===== src/rtl/crc5_ddr_if.sv =====
// RX <-> CRC5 engine bus: byte strobe and re-seed in, running CRC and status out.
interface crc5_ddr_if #(
    parameter int unsigned DATA_WIDTH = 8,
    parameter int unsigned CRC_WIDTH  = 5
);
    logic                  i_crc_clear;
    logic                  i_crc_en;
    logic                  i_crc_data_valid;
    logic [DATA_WIDTH-1:0] i_crc_data;
    logic [CRC_WIDTH-1:0]  o_crc_value;
    logic                  o_crc_valid;
    logic                  o_crc_busy;
    logic                  o_crc_overflow;

    modport master (
        output i_crc_clear, i_crc_en, i_crc_data_valid, i_crc_data,
        input  o_crc_value, o_crc_valid, o_crc_busy, o_crc_overflow
    );

    modport slave (
        input  i_crc_clear, i_crc_en, i_crc_data_valid, i_crc_data,
        output o_crc_value, o_crc_valid, o_crc_busy, o_crc_overflow
    );
endinterface


===== src/rtl/crc5_ddr_engine.sv =====
// Bit-serial (MSB first) running CRC5 over HDR-DDR bytes, with a one-byte holding buffer.
module crc5_ddr_engine #(
    parameter int unsigned          DATA_WIDTH = 8,
    parameter int unsigned          CRC_WIDTH  = 5,
    parameter logic [CRC_WIDTH-1:0] POLY       = 5'b00101,
    parameter logic [CRC_WIDTH-1:0] SEED       = 5'b11111
) (
    input logic       i_sys_clk,
    input logic       i_sys_rst,
    crc5_ddr_if.slave bus
);
    localparam int unsigned CntW = $clog2(DATA_WIDTH);
    localparam logic [CntW-1:0] LastBit = CntW'(DATA_WIDTH - 1);

    typedef enum logic [1:0] {StIdle, StShift, StDone} state_e;

    state_e                state_q, state_d;
    logic [DATA_WIDTH-1:0] sr_q, sr_d;
    logic [DATA_WIDTH-1:0] pend_q, pend_d;
    logic                  pend_full_q, pend_full_d;
    logic [CntW-1:0]       bitcnt_q, bitcnt_d;
    logic [CRC_WIDTH-1:0]  crc_q, crc_d;
    logic                  valid_q, valid_d;
    logic                  busy_q, busy_d;
    logic                  ovf_q, ovf_d;
    logic                  accept;
    logic                  fb;

    always_comb begin
        state_d     = state_q;
        sr_d        = sr_q;
        pend_d      = pend_q;
        pend_full_d = pend_full_q;
        bitcnt_d    = bitcnt_q;
        crc_d       = crc_q;
        ovf_d       = ovf_q;
        accept      = bus.i_crc_en & bus.i_crc_data_valid;
        fb          = crc_q[CRC_WIDTH-1] ^ sr_q[DATA_WIDTH-1];

        if (bus.i_crc_clear) begin
            // A same-cycle accept becomes the first byte of the new frame.
            crc_d       = SEED;
            pend_full_d = 1'b0;
            ovf_d       = 1'b0;
            bitcnt_d    = '0;
            state_d     = StIdle;
            if (accept) begin
                sr_d    = bus.i_crc_data;
                state_d = StShift;
            end
        end else begin
            case (state_q)
                StIdle, StDone: begin
                    if (accept) begin
                        sr_d     = bus.i_crc_data;
                        bitcnt_d = '0;
                        state_d  = StShift;
                    end
                end
                StShift: begin
                    crc_d    = {crc_q[CRC_WIDTH-2:0], 1'b0} ^ (fb ? POLY : '0);
                    sr_d     = {sr_q[DATA_WIDTH-2:0], 1'b0};
                    bitcnt_d = bitcnt_q + 1'b1;
                    if (bitcnt_q == LastBit) begin
                        // The buffer drains this cycle, so an accept here never overflows.
                        bitcnt_d = '0;
                        if (pend_full_q) begin
                            sr_d        = pend_q;
                            pend_full_d = accept;
                            if (accept) pend_d = bus.i_crc_data;
                        end else if (accept) begin
                            sr_d = bus.i_crc_data;
                        end else begin
                            state_d = StDone;
                        end
                    end else if (accept) begin
                        if (pend_full_q) begin
                            ovf_d = 1'b1;
                        end else begin
                            pend_d      = bus.i_crc_data;
                            pend_full_d = 1'b1;
                        end
                    end
                end
                default: state_d = StIdle;
            endcase
        end

        valid_d = (state_d == StDone);
        busy_d  = (state_d == StShift) | pend_full_d;
    end

    always_ff @(posedge i_sys_clk or negedge i_sys_rst) begin
        if (!i_sys_rst) begin
            state_q     <= StIdle;
            sr_q        <= '0;
            pend_q      <= '0;
            pend_full_q <= 1'b0;
            bitcnt_q    <= '0;
            crc_q       <= SEED;
            valid_q     <= 1'b0;
            busy_q      <= 1'b0;
            ovf_q       <= 1'b0;
        end else begin
            state_q     <= state_d;
            sr_q        <= sr_d;
            pend_q      <= pend_d;
            pend_full_q <= pend_full_d;
            bitcnt_q    <= bitcnt_d;
            crc_q       <= crc_d;
            valid_q     <= valid_d;
            busy_q      <= busy_d;
            ovf_q       <= ovf_d;
        end
    end

    assign bus.o_crc_value    = crc_q;
    assign bus.o_crc_valid    = valid_q;
    assign bus.o_crc_busy     = busy_q;
    assign bus.o_crc_overflow = ovf_q;
endmodule


===== src/flat_wrapper.sv =====
// flat-port wrapper written by rule: the top's interface ports become plain ports
module crc5_ddr_engine_flat 
#(
    parameter int unsigned          DATA_WIDTH = 8,
    parameter int unsigned          CRC_WIDTH  = 5,
    parameter logic [CRC_WIDTH-1:0] POLY       = 5'b00101,
    parameter logic [CRC_WIDTH-1:0] SEED       = 5'b11111
)
  (i_sys_clk, i_sys_rst, bus_i_crc_clear, bus_i_crc_en, bus_i_crc_data_valid, bus_i_crc_data, bus_o_crc_value, bus_o_crc_valid, bus_o_crc_busy, bus_o_crc_overflow);
  crc5_ddr_if #(.DATA_WIDTH(DATA_WIDTH), .CRC_WIDTH(CRC_WIDTH)) bus_i ();
  input logic i_sys_clk;
  input logic i_sys_rst;
  input wire logic [$bits(bus_i.i_crc_clear)-1:0] bus_i_crc_clear;
  input wire logic [$bits(bus_i.i_crc_en)-1:0] bus_i_crc_en;
  input wire logic [$bits(bus_i.i_crc_data_valid)-1:0] bus_i_crc_data_valid;
  input wire logic [$bits(bus_i.i_crc_data)-1:0] bus_i_crc_data;
  output wire logic [$bits(bus_i.o_crc_value)-1:0] bus_o_crc_value;
  output wire logic [$bits(bus_i.o_crc_valid)-1:0] bus_o_crc_valid;
  output wire logic [$bits(bus_i.o_crc_busy)-1:0] bus_o_crc_busy;
  output wire logic [$bits(bus_i.o_crc_overflow)-1:0] bus_o_crc_overflow;
  assign bus_i.i_crc_clear = bus_i_crc_clear;
  assign bus_i.i_crc_en = bus_i_crc_en;
  assign bus_i.i_crc_data_valid = bus_i_crc_data_valid;
  assign bus_i.i_crc_data = bus_i_crc_data;
  assign bus_o_crc_value = bus_i.o_crc_value;
  assign bus_o_crc_valid = bus_i.o_crc_valid;
  assign bus_o_crc_busy = bus_i.o_crc_busy;
  assign bus_o_crc_overflow = bus_i.o_crc_overflow;
  crc5_ddr_engine #(.DATA_WIDTH(DATA_WIDTH), .CRC_WIDTH(CRC_WIDTH), .POLY(POLY), .SEED(SEED)) u_core (.i_sys_clk(i_sys_clk), .i_sys_rst(i_sys_rst), .bus(bus_i));
endmodule

===== config.mk =====
export PLATFORM = sky130hd
export DESIGN_NAME = crc5_ddr_engine_flat
export DESIGN_NICKNAME = d
export VERILOG_FILES = /design/src/rtl/crc5_ddr_if.sv /design/src/rtl/crc5_ddr_engine.sv /design/src/flat_wrapper.sv
export SDC_FILE = /design/constraint.sdc
export NUM_CORES = 1
export LEC_CHECK = 0
export CORE_ASPECT_RATIO = 0.7
export CORE_MARGIN = 2
export CORE_UTILIZATION = 54
export DETAILED_ROUTE_END_ITERATION = 8
export PLACE_DENSITY = 0.78
export RECOVER_POWER = 50
export SETUP_SLACK_MARGIN = 0.3
export SLEW_MARGIN = 20
export SYNTH_ARGS = -nofsm -noshare
export SYNTH_HDL_FRONTEND = slang
export SYNTH_SLANG_ARGS = --single-unit

===== constraint.sdc =====
create_clock -name i_sys_clk -period 2.4 [get_ports i_sys_clk]
set_clock_uncertainty 0.1 [all_clocks]
set_input_delay 0.72 -clock i_sys_clk [delete_from_list [all_inputs] [get_ports i_sys_clk]]
set_output_delay 0.72 -clock i_sys_clk [all_outputs]
set_load 0.03 [all_outputs]

======== Yosys cells after proc, flatten, opt, wreduce, memory -nomap -nowiden ========
Index checks and enable logic that the tools add are counted.
word-level totals
  input port bits ......................... 13
  register bits after elaboration ......... 30
operators by class
  equality and inequality tests ........... 10
  reduce and logical (&&, ||, !) cells .... 10
  bitwise operators ....................... 5
  mux-type cells .......................... 35
  $add $sub $neg .......................... 1
operators by type and width
  kind                                                                     count
  8-bit two-way mux                                                        10
  8-bit case mux with 2 select lines                                       1
  3-bit two-way mux                                                        4
  1-bit two-way mux                                                        11
  2-bit two-way mux                                                        5
  5-bit two-way mux                                                        2
  2-bit nonzero test                                                       4
  2-bit inequality test, second input constant                             3
  3-bit case mux with 2 select lines                                       1
  6-bit AND reduction                                                      1
  5-bit XOR                                                                1
  2-bit by 1-bit == test with 1-bit output, second input constant          2
  2-bit == test, second input constant                                     2
  2-bit case mux with 2 select lines                                       1
  4-bit AND reduction                                                      1
  3-bit by 1-bit adder with 3-bit output, second input constant            1
  3-bit == test, second input constant                                     1
  3-bit by 2-bit inequality test with 1-bit output, second input constant  1
  3-bit nonzero test                                                       1
  2-bit logical NOT                                                        1
  2-bit by 1-bit inequality test with 1-bit output, second input constant  1
  2-bit AND reduction                                                      1
  2-bit OR reduction                                                       1
  1-bit bitwise AND                                                        1
  other kinds (3)                                                          3

======== Longest topological paths before layout ========
Gate-level depths: netlist of the first run.
  word-level depth ........................ 8
  gate-level depth with buffers ........... 7
  gate-level depth less buffers ........... 6

======== Worst setup path after synthesis of the first run ========
No wires, ideal clock.
  path kind ............................... in2reg
  start point ............................. input port bus_i_crc_clear
  end point ............................... register u_core.pend_q[0]
  setup slack ............................. 499 ps
  stages on the path ...................... 4
  data required time ...................... 2,175 ps
  buffers on the path ..................... 0
  arrival ................................. 1,676 ps
  library setup time ...................... 125 ps
  cell sequence ........................... nor3b_4 -> and3_4 -> o21ai_4 -> mux2_4
on the way
  longest elaborated chain between the ends .. 2
RTL lines
  item                           line                    text
  from (decl)                    flat_wrapper.sv:13      input wire logic [$bits(bus_i.i_crc_clear)-1:0] bus_i_crc_clear;
  1-bit inverter (no line)       n/a
  6-bit AND reduction (no line)  n/a
  to (signal assigned)           crc5_ddr_engine.sv:107  pend_q <= pend_d;
  to (decl)                      crc5_ddr_engine.sv:19   logic [DATA_WIDTH-1:0] pend_q, pend_d;
No other way between the ends.
A chain may end at the register's enable or synchronous reset.

======== Worst setup path after layout of the first run ========
  start point ............................. input port bus_i_crc_data_valid
  end point ............................... register u_core.sr_q[5]
on the way
  longest elaborated chain between the ends .. 6
  elaborated cells between the ends (all ways) .. 7
  classes of those cells .................. mux (6); bitwise (1)
RTL lines
  item                                line                    text
  from (decl)                         flat_wrapper.sv:15      input wire logic [$bits(bus_i.i_crc_data_valid)-1:0] bus_i_crc_data_valid;
  1-bit bitwise AND (*)               crc5_ddr_engine.sv:37   accept = bus.i_crc_en & bus.i_crc_data_valid;
  8-bit two-way mux                   crc5_ddr_engine.sv:71   end else if (accept) begin
  8-bit two-way mux                   crc5_ddr_engine.sv:67   if (pend_full_q) begin
  8-bit two-way mux                   crc5_ddr_engine.sv:64   if (bitcnt_q == LastBit) begin
  8-bit case mux with 2 select lines  crc5_ddr_engine.sv:52   case (state_q)
  8-bit two-way mux (*)               crc5_ddr_engine.sv:40   if (bus.i_crc_clear) begin
  to (signal assigned)                crc5_ddr_engine.sv:106  sr_q <= sr_d;
  to (decl)                           crc5_ddr_engine.sv:18   logic [DATA_WIDTH-1:0] sr_q, sr_d;
Every way passes the cells marked *; elsewhere a longest branch is shown, timed or not.

==> out/results.ini, run 1 <==
[status]
status = finished clean

[timing]
setup_violations = 0
timing.final.crit_share_pct = 86.6
rsz0062_at_grt = yes
timing.final.crit_period_ns = 2.08
relSlewSlack_pct = 51.4
worstMarginPinSlew_ns = 0.729
worst_slack_ns = 0.321
fmax_mhz = 481
maxSlewViolCount = 0
finalHoldViolCount = 0

[cts]
clk_pin_slew_ns = 0.06
clk_latency_ns = 0.27
cts_root_buffer = clkbuf_8
numClockSinks = 30
numCtsBuffers = 5
htree_levels = 2
cts.repair.resized = 9
post_cts_buffers = 0
hold_buffers = 0
clk_path_buf_depth = 2
cts_tree = done

[final_layout]
area_growth_pct = 22.2
layout_commonest_cell = dfrtp_1
antenna_cells = 0
drive_gt1_share_pct = 24.9
mostFrequentLayoutCells = dfrtp_1 (25), nor3_1 (15), a21oi_1 (11), clkdlybuf4s50_1 (11)
finalCoreUtilization_pct = 70.3
fin_nets = 195

[place]
portBuffers = 20
place_ws_ns = -0.00315
dp_hpwl_um = 2460
gp_congestion = 0.776

[synthesis]
synthCells = 151
ys_seq_area_share_pct = 46.6
syn_area_per_cell_sq_um = 10.8
synth_area_leaders = dfrtp_1 (39%), dfstp_2 (8.1%), mux2_4 (7.4%)
yosysTopAreaCell = dfrtp_1
synthDistinctLibCells = 41
synthesis.nets = 166
synth_area_sq_um = 1620
synth_top_area_share_pct = 38.5
synth_warnings = 0
synth-seq-cells = 30

[power]
powerDensity_nw_per_um2 = 697
p_leak_nw = 0.865
ir_drop_mv = 0.353

[detailed_routing]
wl_met1_um = 1750
routed-wl-met3_um = 216
drcViolationCount = 0
ant_nets = 0
dr.pass1.iters = 4
via_count = 1313
route.met2.wl_um = 1660
drt_iter0_drc = 113
wl_um = 3670
wl_per_cell_um = 16.9
avgViaCountPerCell = 6.05
top_layer_used = met4

[floorplanning]
die_x_um = 69.5
die_h_um = 49.9
placementRows = 16
io_pins = 21
initial_core_util_pct = 57.5
die_area_sq_um = 3470
core-area_sq_um = 2820

[grt]
grt_pass1_vias = 1259
grt-ovfl-total = 0
grt_pass1_wl_um = 6110
antenna_found_initial = 0
grt_usage_pct = 22.7
grt_max_degree = 31

[critical_path]
critPathCaptureType = flop
critPathLaunchType = primary input
cp.arrival_ns = 2.20
worstSetupPathType = in -> reg
worstPathRequired_ns = 2.52
crit_fanout = 8

[run]
cap_violations = 0

[hold_path]
hold_class = reg -> reg

## cell usage after synthesis, drive strengths merged
cell type,count
a31oi,2
a211oi,1
inv,2
dfstp,5
o21ai,12
mux2,8
clkbuf,4
nand3b,1
nand2,10
a21oi,11
clkinv,2
dfrtp,25
and3,1
a22o,1
nand2b,6
and2,1
o21a,1
xnor2,1
ha,2
a21boi,1
or2b,2
o221ai,1
o22ai,1
a2bb2oi,1
and3b,1
o221a,7
mux2i,5
nor3b,1
nor2,8
or3b,1
nor3,15
o311ai,6
xor2,1
buf,4
## critical path, stage by stage
cell             delay (ns)
clkdlybuf4s50_1        0.52
and2_4                 0.18
buf_4                  0.16
nor3_1                 0.05
o311ai_0               0.32
o221a_2                0.23
## metal layers
metal,up-vias,GRT usage (%)
met5,-,0
met4,0,5.23
met3,4,6.34
met2,50,33.5
met1,637,33.2
li1,622,-
## worst paths after layout
| kind | from | to | slack [ns] | depth (start not counted) |
|---|---|---|---|---|
| max in group asynchronous | i_sys_rst | u_core.pend_q[7]$_DFFE_PN0P_ | 0.80 | 2 |
| min in group asynchronous | i_sys_rst | u_core.sr_q[0]$_DFFE_PN0P_ | 0.93 | 2 |
| max reg2reg | u_core.bitcnt_q[0]$_DFFE_PN0P_ | u_core.bitcnt_q[1]$_DFFE_PN0P_ | 0.39 | 7 |
| max | bus_i_crc_data_valid | u_core.sr_q[5]$_DFFE_PN0P_ | 0.32 | 6 |
| min | u_core.bus.o_crc_value[0]$_DFFE_PN1P_ | u_core.bus.o_crc_value[0]$_DFFE_PN1P_ | 0.40 | 2 |
| min reg2reg | u_core.bus.o_crc_value[0]$_DFFE_PN1P_ | u_core.bus.o_crc_value[0]$_DFFE_PN1P_ | 0.40 | 2 |
## area by class of cell
| class | count | area [sq um] |
|---|---|---|
| flip-flops and latches | 30 | 757 |
| fillers | 201 | 838 |
| repair buffers | 30 | 270 |
| clock buffers | 7 | 86.3 |
| clock inverters | 1 | 5.00 |
| multi-input cells | 109 | 806 |
| well taps | 36 | 45.0 |
| inverters | 4 | 15.0 |
## metrics by stage
step | setup TNS [ns] | power, W | hold slack [ns] | cell area, sq um | std cells
after global routing | 0 | 0.00145 | 0.422 | 1980 | 217
after detailed placement | -0.00315 | 0.000970 | 0.391 | 1890 | 209
final | 0 | 0.00138 | 0.398 | 1980 | 217
after global placement | 0 | 0.000958 | 0.384 | 1890 | 209
after floorplan | 0 | 0.000863 | 0.324 | 1620 | 151
after CTS | 0 | 0.00139 | 0.402 | 1970 | 217
## logic make-up (layout without fill, tap and decap cells)
logic type | Yosys count | in the layout | synth area share, %
xor gates and xnor gates | 2 | 2 | 1.08
and+or+nand+nor | 47 | 47 | 15.9
adders and majority gates | 2 | 2 | 1.54
AOI/OAI and AO/OA | 45 | 45 | 20.0
DFF | 30 | 30 | 46.6
buffers and inverters | 12 | 42 | 4.31
muxes | 13 | 13 | 10.5
## registers in the layout, summed over array words and instances, names as in the netlist
name                       count
u_core.bus.o_crc_busy          1
u_core.state_q                 2
u_core.pend_q                  8
u_core.bus.o_crc_overflow      1
u_core.pend_full_q             1
u_core.bus.o_crc_valid         1
u_core.bitcnt_q                3
u_core.bus.o_crc_value         5
u_core.sr_q                    8
## power breakdown
part	switching [W]	leakage (nW)	total (W)	internal, W
clock network	0.000184	0.0482	0.000415	0.000231
logic	0.000142	0.456	0.000313	0.000171
registers	0.0000622	0.361	0.000656	0.000594
total	0.000388	0.865	0.00138	0.000995
Power figures use the tool's default switching activity.
==> inputs of run 2 (changes only) <==
Settings changed: SLEW_MARGIN 20 to 15.
==> results of run 2 <==
Final layout, timing and power as in run 1 (identical DEF).
